--- config.mk ---
export PLATFORM = sky130hd
export DESIGN_NAME = adder_tree_operand_loader
export DESIGN_NICKNAME = d
export VERILOG_FILES = /design/src/rtl/adder_tree_pkg.sv /design/src/rtl/adder_tree_valid_pipe.sv /design/src/rtl/adder_tree_operand_loader.sv
export SDC_FILE = /design/constraint.sdc
export NUM_CORES = 1
export LEC_CHECK = 0
export CORE_MARGIN = 2
export CORE_UTILIZATION = 30
export CTS_CLUSTER_SIZE = 10
export DETAILED_ROUTE_END_ITERATION = 16
export GPL_TIMING_DRIVEN = 0
export HOLD_SLACK_MARGIN = 0.08
export PLACE_DENSITY = 0.59
export SLEW_MARGIN = 20
export SYNTH_ARGS = -nofsm -noshare
export SYNTH_HDL_FRONTEND = slang
export SYNTH_SLANG_ARGS = --single-unit
--- constraint.sdc ---
create_clock -name clk_i -period 4 [get_ports clk_i]
set_input_delay 0.8 -clock clk_i [delete_from_list [all_inputs] [get_ports clk_i]]
set_output_delay 0.8 -clock clk_i [all_outputs]
set_load 0.005 [all_outputs]
--- src/rtl/adder_tree_pkg.sv ---
// ----------------------------------------------------------------------------
// adder_tree_pkg
// Shared types and constants for the adder tree operand loader and its
// latency tracker.
//   ADDER_WIDTH_DEF : default operand width of the tree
//   NUM_SLOTS       : number of isum inputs on the widest (3-level) tree
//   slot_idx_t      : index of one operand slot
//   count_t         : operand count of a group (0..8)
//   state_e         : loader state
//   launch_tag_t    : {valid, count} record carried down the latency line
// ----------------------------------------------------------------------------
package adder_tree_pkg;

  localparam int unsigned ADDER_WIDTH_DEF = 23;
  localparam int unsigned NUM_SLOTS       = 8;

  typedef logic [2:0] slot_idx_t;
  typedef logic [3:0] count_t;

  typedef enum logic [0:0] {
    FILL   = 1'b0,
    LAUNCH = 1'b1
  } state_e;

  typedef struct packed {
    logic   valid;
    count_t count;
  } launch_tag_t;

  // A group closes on its GROUP_SIZE-th operand or on an explicit last marker.
  function automatic logic is_group_end(input count_t accepted,
                                        input count_t group_size,
                                        input logic   last);
    return (accepted == group_size) || last;
  endfunction

endpackage

--- src/rtl/adder_tree_valid_pipe.sv ---
// ----------------------------------------------------------------------------
// adder_tree_valid_pipe
// Delay line that follows a launched group through the tree pipeline so the
// caller knows in which cycle the tree sum is valid and how many operands it
// covers.
//   clk_i   : clock, rising edge
//   clr_ni  : synchronous active-low clear, drops every tag in flight
//   valid_i : launch pulse entering the tree
//   count_i : operand count of that launch
//   valid_o : launch pulse delayed by DEPTH edges
//   count_o : count delayed by DEPTH edges
// ----------------------------------------------------------------------------
module adder_tree_valid_pipe
  import adder_tree_pkg::*;
#(
  parameter int unsigned DEPTH = 2
) (
  input  logic   clk_i,
  input  logic   clr_ni,
  input  logic   valid_i,
  input  count_t count_i,
  output logic   valid_o,
  output count_t count_o
);

  launch_tag_t stage_q [DEPTH];

  // Shift the launch tags one stage per edge; several may be in flight.
  always_ff @(posedge clk_i) begin
    if (!clr_ni) begin
      for (int unsigned i = 0; i < DEPTH; i++) begin
        stage_q[i] <= '0;
      end
    end else begin
      stage_q[0] <= {valid_i, count_i};
      for (int unsigned i = 1; i < DEPTH; i++) begin
        stage_q[i] <= stage_q[i-1];
      end
    end
  end

  assign valid_o = stage_q[DEPTH-1].valid;
  assign count_o = stage_q[DEPTH-1].count;

endmodule

--- src/rtl/adder_tree_operand_loader.sv ---
// ----------------------------------------------------------------------------
// adder_tree_operand_loader
// Packs a serial operand stream into the 8-slot operand bank of the adder
// tree, issues a one-cycle launch per group and flags when the tree sum of
// that group is valid.
//   clk_i       : clock, rising edge
//   rst_ni      : synchronous active-low reset
//   in_valid_i  : an operand is offered
//   in_ready_o  : loader accepts an operand this cycle
//   in_data_i   : operand value
//   in_last_i   : closes the group early (sampled on acceptance only)
//   op_bus_o    : slot k at bits [k*W +: W]; slot 0 -> isum0_0_0_0
//   op_launch_o : bank is complete and sampled by the tree this cycle
//   op_count_o  : operands in the launched group (valid with op_launch_o)
//   sum_valid_o : tree sum carries a launched group's result this cycle
//   sum_count_o : op_count_o aligned with sum_valid_o
// ----------------------------------------------------------------------------
module adder_tree_operand_loader
  import adder_tree_pkg::*;
#(
  parameter int unsigned ADDER_WIDTH  = ADDER_WIDTH_DEF,
  parameter int unsigned GROUP_SIZE   = 4,
  parameter int unsigned TREE_LATENCY = 2
) (
  input  logic                             clk_i,
  input  logic                             rst_ni,
  input  logic                             in_valid_i,
  output logic                             in_ready_o,
  input  logic [ADDER_WIDTH-1:0]           in_data_i,
  input  logic                             in_last_i,
  output logic [NUM_SLOTS*ADDER_WIDTH-1:0] op_bus_o,
  output logic                             op_launch_o,
  output count_t                           op_count_o,
  output logic                             sum_valid_o,
  output count_t                           sum_count_o
);

  localparam count_t GROUP_CNT = count_t'(GROUP_SIZE);

  state_e                 state_q, state_d;
  count_t                 wr_idx_q, wr_idx_d;
  logic [ADDER_WIDTH-1:0] slot_q [NUM_SLOTS];
  logic [ADDER_WIDTH-1:0] slot_d [NUM_SLOTS];
  logic                   in_ready_q, in_ready_d;
  logic                   op_launch_q, op_launch_d;
  count_t                 op_count_q, op_count_d;

  logic                   accept_s;
  logic                   group_end_s;
  count_t                 wr_idx_inc_s;
  slot_idx_t              wr_slot_s;

  // in_ready_q is low in reset and in LAUNCH, so it alone qualifies a handshake.
  assign accept_s     = in_valid_i && in_ready_q;
  assign wr_idx_inc_s = wr_idx_q + 4'd1;
  assign wr_slot_s    = wr_idx_q[2:0];
  assign group_end_s  = is_group_end(wr_idx_inc_s, GROUP_CNT, in_last_i);

  // State register together with the slot bank and the registered outputs.
  always_ff @(posedge clk_i) begin
    if (!rst_ni) begin
      state_q     <= FILL;
      wr_idx_q    <= '0;
      in_ready_q  <= 1'b0;
      op_launch_q <= 1'b0;
      op_count_q  <= '0;
      for (int unsigned k = 0; k < NUM_SLOTS; k++) begin
        slot_q[k] <= '0;
      end
    end else begin
      state_q     <= state_d;
      wr_idx_q    <= wr_idx_d;
      in_ready_q  <= in_ready_d;
      op_launch_q <= op_launch_d;
      op_count_q  <= op_count_d;
      for (int unsigned k = 0; k < NUM_SLOTS; k++) begin
        slot_q[k] <= slot_d[k];
      end
    end
  end

  // Next-state logic: FILL until the group closes, then a single LAUNCH cycle.
  always_comb begin
    state_d = state_q;
    case (state_q)
      FILL: begin
        if (accept_s && group_end_s) begin
          state_d = LAUNCH;
        end else begin
          state_d = FILL;
        end
      end
      LAUNCH:  state_d = FILL;
      default: state_d = FILL;
    endcase
  end

  // Slot bank and write pointer; the tree samples the bank at the edge that
  // ends LAUNCH, so clearing at that same edge is safe.
  always_comb begin
    wr_idx_d = wr_idx_q;
    for (int unsigned k = 0; k < NUM_SLOTS; k++) begin
      slot_d[k] = slot_q[k];
    end
    case (state_q)
      FILL: begin
        if (accept_s) begin
          wr_idx_d          = wr_idx_inc_s;
          slot_d[wr_slot_s] = in_data_i;
        end else begin
          wr_idx_d = wr_idx_q;
        end
      end
      LAUNCH: begin
        wr_idx_d = '0;
        for (int unsigned k = 0; k < NUM_SLOTS; k++) begin
          slot_d[k] = '0;
        end
      end
      default: begin
        wr_idx_d = '0;
        for (int unsigned k = 0; k < NUM_SLOTS; k++) begin
          slot_d[k] = '0;
        end
      end
    endcase
    // Slots beyond the group size feed unused tree inputs and stay zero.
    for (int unsigned k = 0; k < NUM_SLOTS; k++) begin
      slot_d[k] = (k >= GROUP_SIZE) ? '0 : slot_d[k];
    end
  end

  // Output decode from the next state, registered above.
  always_comb begin
    in_ready_d  = (state_d == FILL);
    op_launch_d = (state_d == LAUNCH);
    op_count_d  = (state_d == LAUNCH) ? wr_idx_d : 4'd0;
  end

  for (genvar k = 0; k < int'(NUM_SLOTS); k++) begin : g_pack
    assign op_bus_o[k*ADDER_WIDTH +: ADDER_WIDTH] = slot_q[k];
  end

  assign in_ready_o  = in_ready_q;
  assign op_launch_o = op_launch_q;
  assign op_count_o  = op_count_q;

  // Reset also flushes launches still inside the tree.
  adder_tree_valid_pipe #(
    .DEPTH (TREE_LATENCY)
  ) u_valid_pipe (
    .clk_i   (clk_i),
    .clr_ni  (rst_ni),
    .valid_i (op_launch_q),
    .count_i (op_count_q),
    .valid_o (sum_valid_o),
    .count_o (sum_count_o)
  );

endmodule

==> run summary, run 1 <==
outcome = completed
gr usage total = 14.4%
CP max FO = 10
n_diodes = 0
gr ovfl total = 0
setup TNS = 0 ns
YS warnings = 0
CTS tree = done
First-pass DRT Iterations = 5
Fmax = 0.415 GHz
Inst Count DP = 922
sequential-to-total area share from yosys stat = 47.0%
Vias/cell = 3.82
Final #Nets = 745
Final period util = 60.2%
row count = 46
Pwr per Cell Area = 334 nW/um^2
area grow syn2layout = 46.3%
Slew Viols, Final = 0
Yosys top cell by area = dfxtp_1
min cycle time layout = 2.41 ns
LEAKAGE = 0.00333 uW
Worst Skew = 0.00434 ns
RSZ-0062 raised after global routing = no
first-pass GRT wire length = 18500 um
Hold WS = 0.435 ns
routed vias = 3583
CTS sink cnt = 112
final core occ = 44.4%
Avg Cell Area, Syn = 9.82 sq um
# port buffers = 129
worst path required time = 4.26 ns
Initial Util = 30.4%
clk_lat worst skew = 0.34 ns
worst min path class = flop to flop
Max Cap Viol = 0
PnR Total Power = 2340 uW
CP max-delay cell = clkdlybuf4s50_1
largest delay contributor family on the critical path = buffers and inverters
Longest Clk Path Bufs = 2
vias in the first global route = 3487
CTS Root Cell = clkbuf_16
Core ar. = 15700 sq um
Crit. End Element = flop
Die H = 130 um
Unique masters post-synth = 27
First DRT Iteration DRCs = 54
Finished Layout Cells = 937
maximum vdd drop = 244 uV
worst path bufs/invs = 4
Mapped Area = 4770 sq um
Yosys top cell area share = 47.0%
Worst Setup Start Kind = input pin
# fillers = 1540
layout cells sized above 1 = 18.2%
CP dominant cell by count = buf_2
Placer Congestion = 0.780
initial antenna violation count = 0
Detail Route Antenna Nets = 0
CTS Hold Bufs = 0
Critical Path AT = 2.67 ns
Worst-path clk slew = 0.07 ns
Ports = 222
hpwl dp = 9380 um
Die X-Extent = 130 um
Crit Path Category = input pin to flop
max_slew headroom = 53.5%
DRC violations left = 0
H-tree Lvls = 3
worst slew pin tran = 0.694 ns
post-CTS setup buffers = 0
final hold violation count = 0
drt wl/cell = 13.0 um
Routed Wire Length = 12200 um
CP peak stage delay = 0.53 ns
final setup violating endpoints = 0
Synth Register Bits = 112
Die Footprint = 16900 sq um
Syn Inst Count = 486
CTS Buf Count = 9
worst path cell trace = clkdlybuf4s50_1, nor2b_1, buf_2, buf_2, clkbuf_1, nand2_1, mux2i_1
largest net degree at the start of global routing = 17
Resized cells post-CTS = 0
Synth area leaders = dfxtp_1 47%, mux2i_1 19%, buf_4 16%
[layout make-up]
| cell class | count | area, sq um | area share (%) |
|---|---|---|---|
| flip-flops and latches | 112 | 2240 | 32.1 |
| multi-input cells | 341 | 1960 | 28.1 |
| repair buffers | 129 | 1290 | 18.5 |
| plain buffers | 122 | 905 | 13.0 |
| clock buffers | 13 | 270 | 3.87 |
| well taps | 216 | 270 | 3.87 |
| clock inverters | 2 | 37.5 | 0.538 |
| inverters | 2 | 7.51 | 0.108 |
[per-layer routing]
layer  share of wire [%]  track usage [%]
met5                   0                0
met4                0.95             3.42
met1                  42             16.9
met2                  47             23.9
met3                  10             6.64
[logic make-up (layout without fill, tap and decap cells)]
family	Yosys count	count (layout)	share of synthesized area (%)
mux	92	92	19.3
other cells	1	92	0.0786
simple gates	147	147	12.8
xor+xnor	4	4	0.734
compound gates	5	5	0.708
flops	112	112	47.0
buf+inv	124	268	19.1
fa+ha+maj	1	1	0.262
[report_power, final]
part / switching [uW] / internal, uW
Clock: 386 / 534
Sequential: 13.5 / 1140
Combinational: 121 / 146
[cell usage in the layout (no fill, tap or decap)]
cell type	n
conb_1	92
nand2_2	1
clkinvlp_4	1
xor2_1	3
or4_4	1
buf_4	100
and2_1	10
clkbuf_16	9
o21ai_0	1
nand2_1	116
buf_6	4
buf_12	2
nor3b_1	1
dfxtp_1	112
clkbuf_8	3
nor2b_1	1
nand3_1	4
nor2_1	8
nand2b_1	2
o2111ai_1	1
ha_1	1
or3_1	2
mux2i_1	92
buf_2	7
inv_1	2
clkbuf_1	10
a21oi_1	2
bufinv_16	1
clkdlybuf4s50_1	129
xnor2_1	1
or3_2	1
o31a_2	1
[synth_stat cells (all sizes together)]
master,count
xor2,3
or4,1
conb,1
nand2b,2
or3,3
inv,2
nand2,117
ha,1
nor2,8
o2111ai,1
clkbuf,9
a21oi,2
xnor2,1
nand3,4
o21ai,1
nor3b,1
and2,10
mux2i,92
nor2b,1
buf,113
dfxtp,112
o31a,1
[metrics by stage]
step / setup slack, ns / instance area (sq um)
5_1_grt: 1.38 / 6980
4_1_cts: 1.52 / 6980
2_1_floorplan: 2.20 / 5110
6_report: 1.59 / 6980
3_5_place_dp: 1.17 / 6680
3_3_place_gp: 1.23 / 6680
[worst paths after layout]
check	to	from	slack [ns]	cells past startpoint
hold / removal	u_valid_pipe.stage_q[0][8]	u_valid_pipe.stage_q[0][3]	0.43	1
setup reg to reg	slot_q[0][77]	wr_idx_q[0]	2.20	4
setup / recovery	slot_q[0][57]	rst_ni	1.59	7
hold reg to reg	u_valid_pipe.stage_q[0][8]	u_valid_pipe.stage_q[0][3]	0.43	1
[state kept, by name, indices dropped and copies added, names as in the netlist]
register	count
op_count_o	4
op_launch_o	1
slot_q	92
in_ready_o	1
u_valid_pipe.stage_q	10
wr_idx_q	4
No activity file was read; power rests on OpenSTA's default activity.
==> run 2, diff against run 1 <==
--- a/config.mk
+++ b/config.mk
@@ -11,7 +11,7 @@
 export DETAILED_ROUTE_END_ITERATION = 16
 export GPL_TIMING_DRIVEN = 0
 export HOLD_SLACK_MARGIN = 0.08
-export PLACE_DENSITY = 0.59
+export PLACE_DENSITY = 0.61
 export SLEW_MARGIN = 20
 export SYNTH_ARGS = -nofsm -noshare
 export SYNTH_HDL_FRONTEND = slang
==> constraint.sdc (replaced) <==
create_clock -name clk_i -period 2 [get_ports clk_i]
set_input_delay 0.4 -clock clk_i [delete_from_list [all_inputs] [get_ports clk_i]]
set_output_delay 0.4 -clock clk_i [all_outputs]
set_load 0.005 [all_outputs]
==> run summary, run 2 (synthesis gave the netlist of run 1 again) <==
outcome = completed
reg2reg start = wr_idx_q[0]
r2r endpoint = slot_q[0][37]
Placer Congestion = 0.748 (-4.2%)
Routed Wire Length = 12100 um (-0.49%)
# port buffers = 129 (unchanged)
most frequent cells in the layout = 129 x clkdlybuf4s50_1, 116 x nand2_1, 112 x dfxtp_1
layout cells sized above 1 = 19.0% (+0.81 points)
Top Registers = slot_q (92), u_valid_pipe.stage_q (10)
Worst Setup SP = rst_ni
setup TNS = 0 ns (unchanged)
Worst Skew = 0.00630 ns (+0.00196 ns)
RSZ-0062 raised after global routing = no
gr ovfl total = 0 (unchanged)
Initial Util = 30.4% (unchanged)
CTS Root Cell = clkbuf_16
final setup violating endpoints = 0 (unchanged)
max_slew headroom = 59.1% (+5.6 points)
post-CTS setup buffers = 0 (unchanged)
routed vias = 3666 (+2.3%)
Setup crit end = slot_q[0][57]
Pwr per Cell Area = 658 nW/um^2 (+97%)
initial antenna violation count = 0 (unchanged)
Die X-Extent = 130 um (unchanged)
Final #Nets = 745 (unchanged)
CP max-delay cell = clkdlybuf4s50_1
Max Cap Viol = 0 (unchanged)
Longest Clk Path Bufs = 2 (unchanged)
drt wl/cell = 12.9 um (-0.60%)
worst setup margin = 0.168 ns (-1.42 ns)
First-pass DRT Iterations = 4 (-1)
worst reg2reg path depth = 5 (+1)
DRC violations left = 0 (unchanged)
Final period util = 91.6%
final core occ = 44.4% (-0.056 points)
PnR Total Power = 4590 uW (+96%)
worst min path class = flop to flop
Die H = 130 um (unchanged)
Storage cell area = 2240 sq um (unchanged)
gr usage total = 14.1% (-0.30 points)
CP peak stage delay = 0.52 ns (about the same)
CP max FO = 10 (unchanged)
min cycle time layout = 1.83 ns
CTS tree = done
hpwl dp = 9290 um (-0.98%)
Worst-path clk slew = 0.07 ns (about the same)
area grow syn2layout = 46.1%
Die Footprint = 16900 sq um (unchanged)
Critical Path AT = 2.11 ns (-0.56 ns)
worst path cell trace = clkdlybuf4s50_1, nor2b_1, buf_2, buf_2, clkbuf_2, nand2_1, mux2i_1
Slew Viols, Final = 0 (unchanged)
CTS Buf Count = 9 (unchanged)
Crit. End Element = flop
Crit Path Category = input pin to flop
worst slew pin tran = 0.613 ns (-0.0809 ns)
footprint of the multi-input gates = 1960 sq um (+0.13%)
CP dominant cell by count = buf_2
worst path required time = 2.27 ns (-1.99 ns)
# fillers = 1533 (-0.45%)
commonest non-fill, non-tap cell in the layout = clkdlybuf4s50_1
most flop-heavy register = slot_q
pre-CTS setup slack = -0.421 ns (-1.59 ns)
largest net degree at the start of global routing = 18 (+1)
LEAKAGE = 0.00334 uW (+0.18%)
First DRT Iteration DRCs = 64 (+19%)
row count = 46 (unchanged)
H-tree Lvls = 3 (unchanged)
n_diodes = 0 (unchanged)
Worst Setup Start Kind = input pin
maximum vdd drop = 585 uV (+140%)
first-pass GRT wire length = 18000 um (-2.5%)
Core ar. = 15700 sq um (unchanged)
max reg flops = 92 (unchanged)
Ports = 222 (unchanged)
CTS sink cnt = 112 (unchanged)
clk_lat worst skew = 0.35 ns (about the same)
vias in the first global route = 3478 (-0.26%)
Vias/cell = 3.91 (+2.2%)
Fmax = 0.546 GHz
Detail Route Antenna Nets = 0 (unchanged)
final hold violation count = 0 (unchanged)
reg2reg setup slack = 0.39 ns (-1.81 ns)
run 2: changes by cell type in the layout (fill, tap and decap cells not counted), sizes merged:
cell	previous run	this run
bufinv	1	0
clkbuf	22	21
clkinv	0	2
inv	2	3
run 2: power breakdown:
part / total, uW / switching, uW / internal [uW]
logic: 533 / 240 / 293
clock network: 1760 / 808 / 949
registers: 2300 / 28.2 / 2270
run 2: area by class of cell:
| cell class | count | area share (%) |
|---|---|---|
| timing repair buffer | 129 | 18.5 |
| clock buffer | 12 | 3.82 |
| multi-input combinational | 341 | 28.1 |
| buffer | 122 | 13.0 |
| tap | 216 | 3.88 |
| inverter | 2 | 0.108 |
| sequential | 112 | 32.1 |
| clock inverter | 4 | 0.377 |
run 2: how the worst min path moves through the flow:
| stage | from | to | slack, ns | cells past startpoint |
|---|---|---|---|---|
| finish | u_valid_pipe.stage_q[0][1] | u_valid_pipe.stage_q[0][6] | 0.43 | 1 |
| global route | u_valid_pipe.stage_q[0][2] | u_valid_pipe.stage_q[0][7] | 0.46 | 1 |
| CTS | u_valid_pipe.stage_q[0][1] | u_valid_pipe.stage_q[0][6] | 0.44 | 1 |
| detailed placement | u_valid_pipe.stage_q[0][1] | u_valid_pipe.stage_q[0][6] | 0.42 | 1 |
| global placement | u_valid_pipe.stage_q[0][3] | u_valid_pipe.stage_q[0][8] | 0.42 | 1 |
| floorplan | u_valid_pipe.stage_q[0][0] | u_valid_pipe.stage_q[0][5] | 0.41 | 1 |
run 2: critical path: cells and delay by family:
family / cells / cell delay, ns
buf+inv: 4 / 1.31
mux: 1 / 0.14
simple gates: 2 / 0.24
run 2: layer usage:
metal	GRT usage [%]	up-vias	wire [um]
li1	-	1835	-
met1	15.7	1675	4910
met2	23.9	145	5670
met3	6.68	11	1370
met4	4.24	0	153
met5	0	-	0
run 2: what timing repair did:
item,in CTS,in global routing
gates resized for setup,1,5
cloned,0,0
setup endpoints to repair,10,53
hold buffers,0,0
run 2: per-stage QoR:
step	instance area, sq um	hold WS, ns	instances
floorplan	5110	0.412	577
global placement	6680	0.417	922
detailed placement	6680	0.424	922
CTS	6970	0.441	938
global route	6970	0.456	938
finish	6970	0.434	938
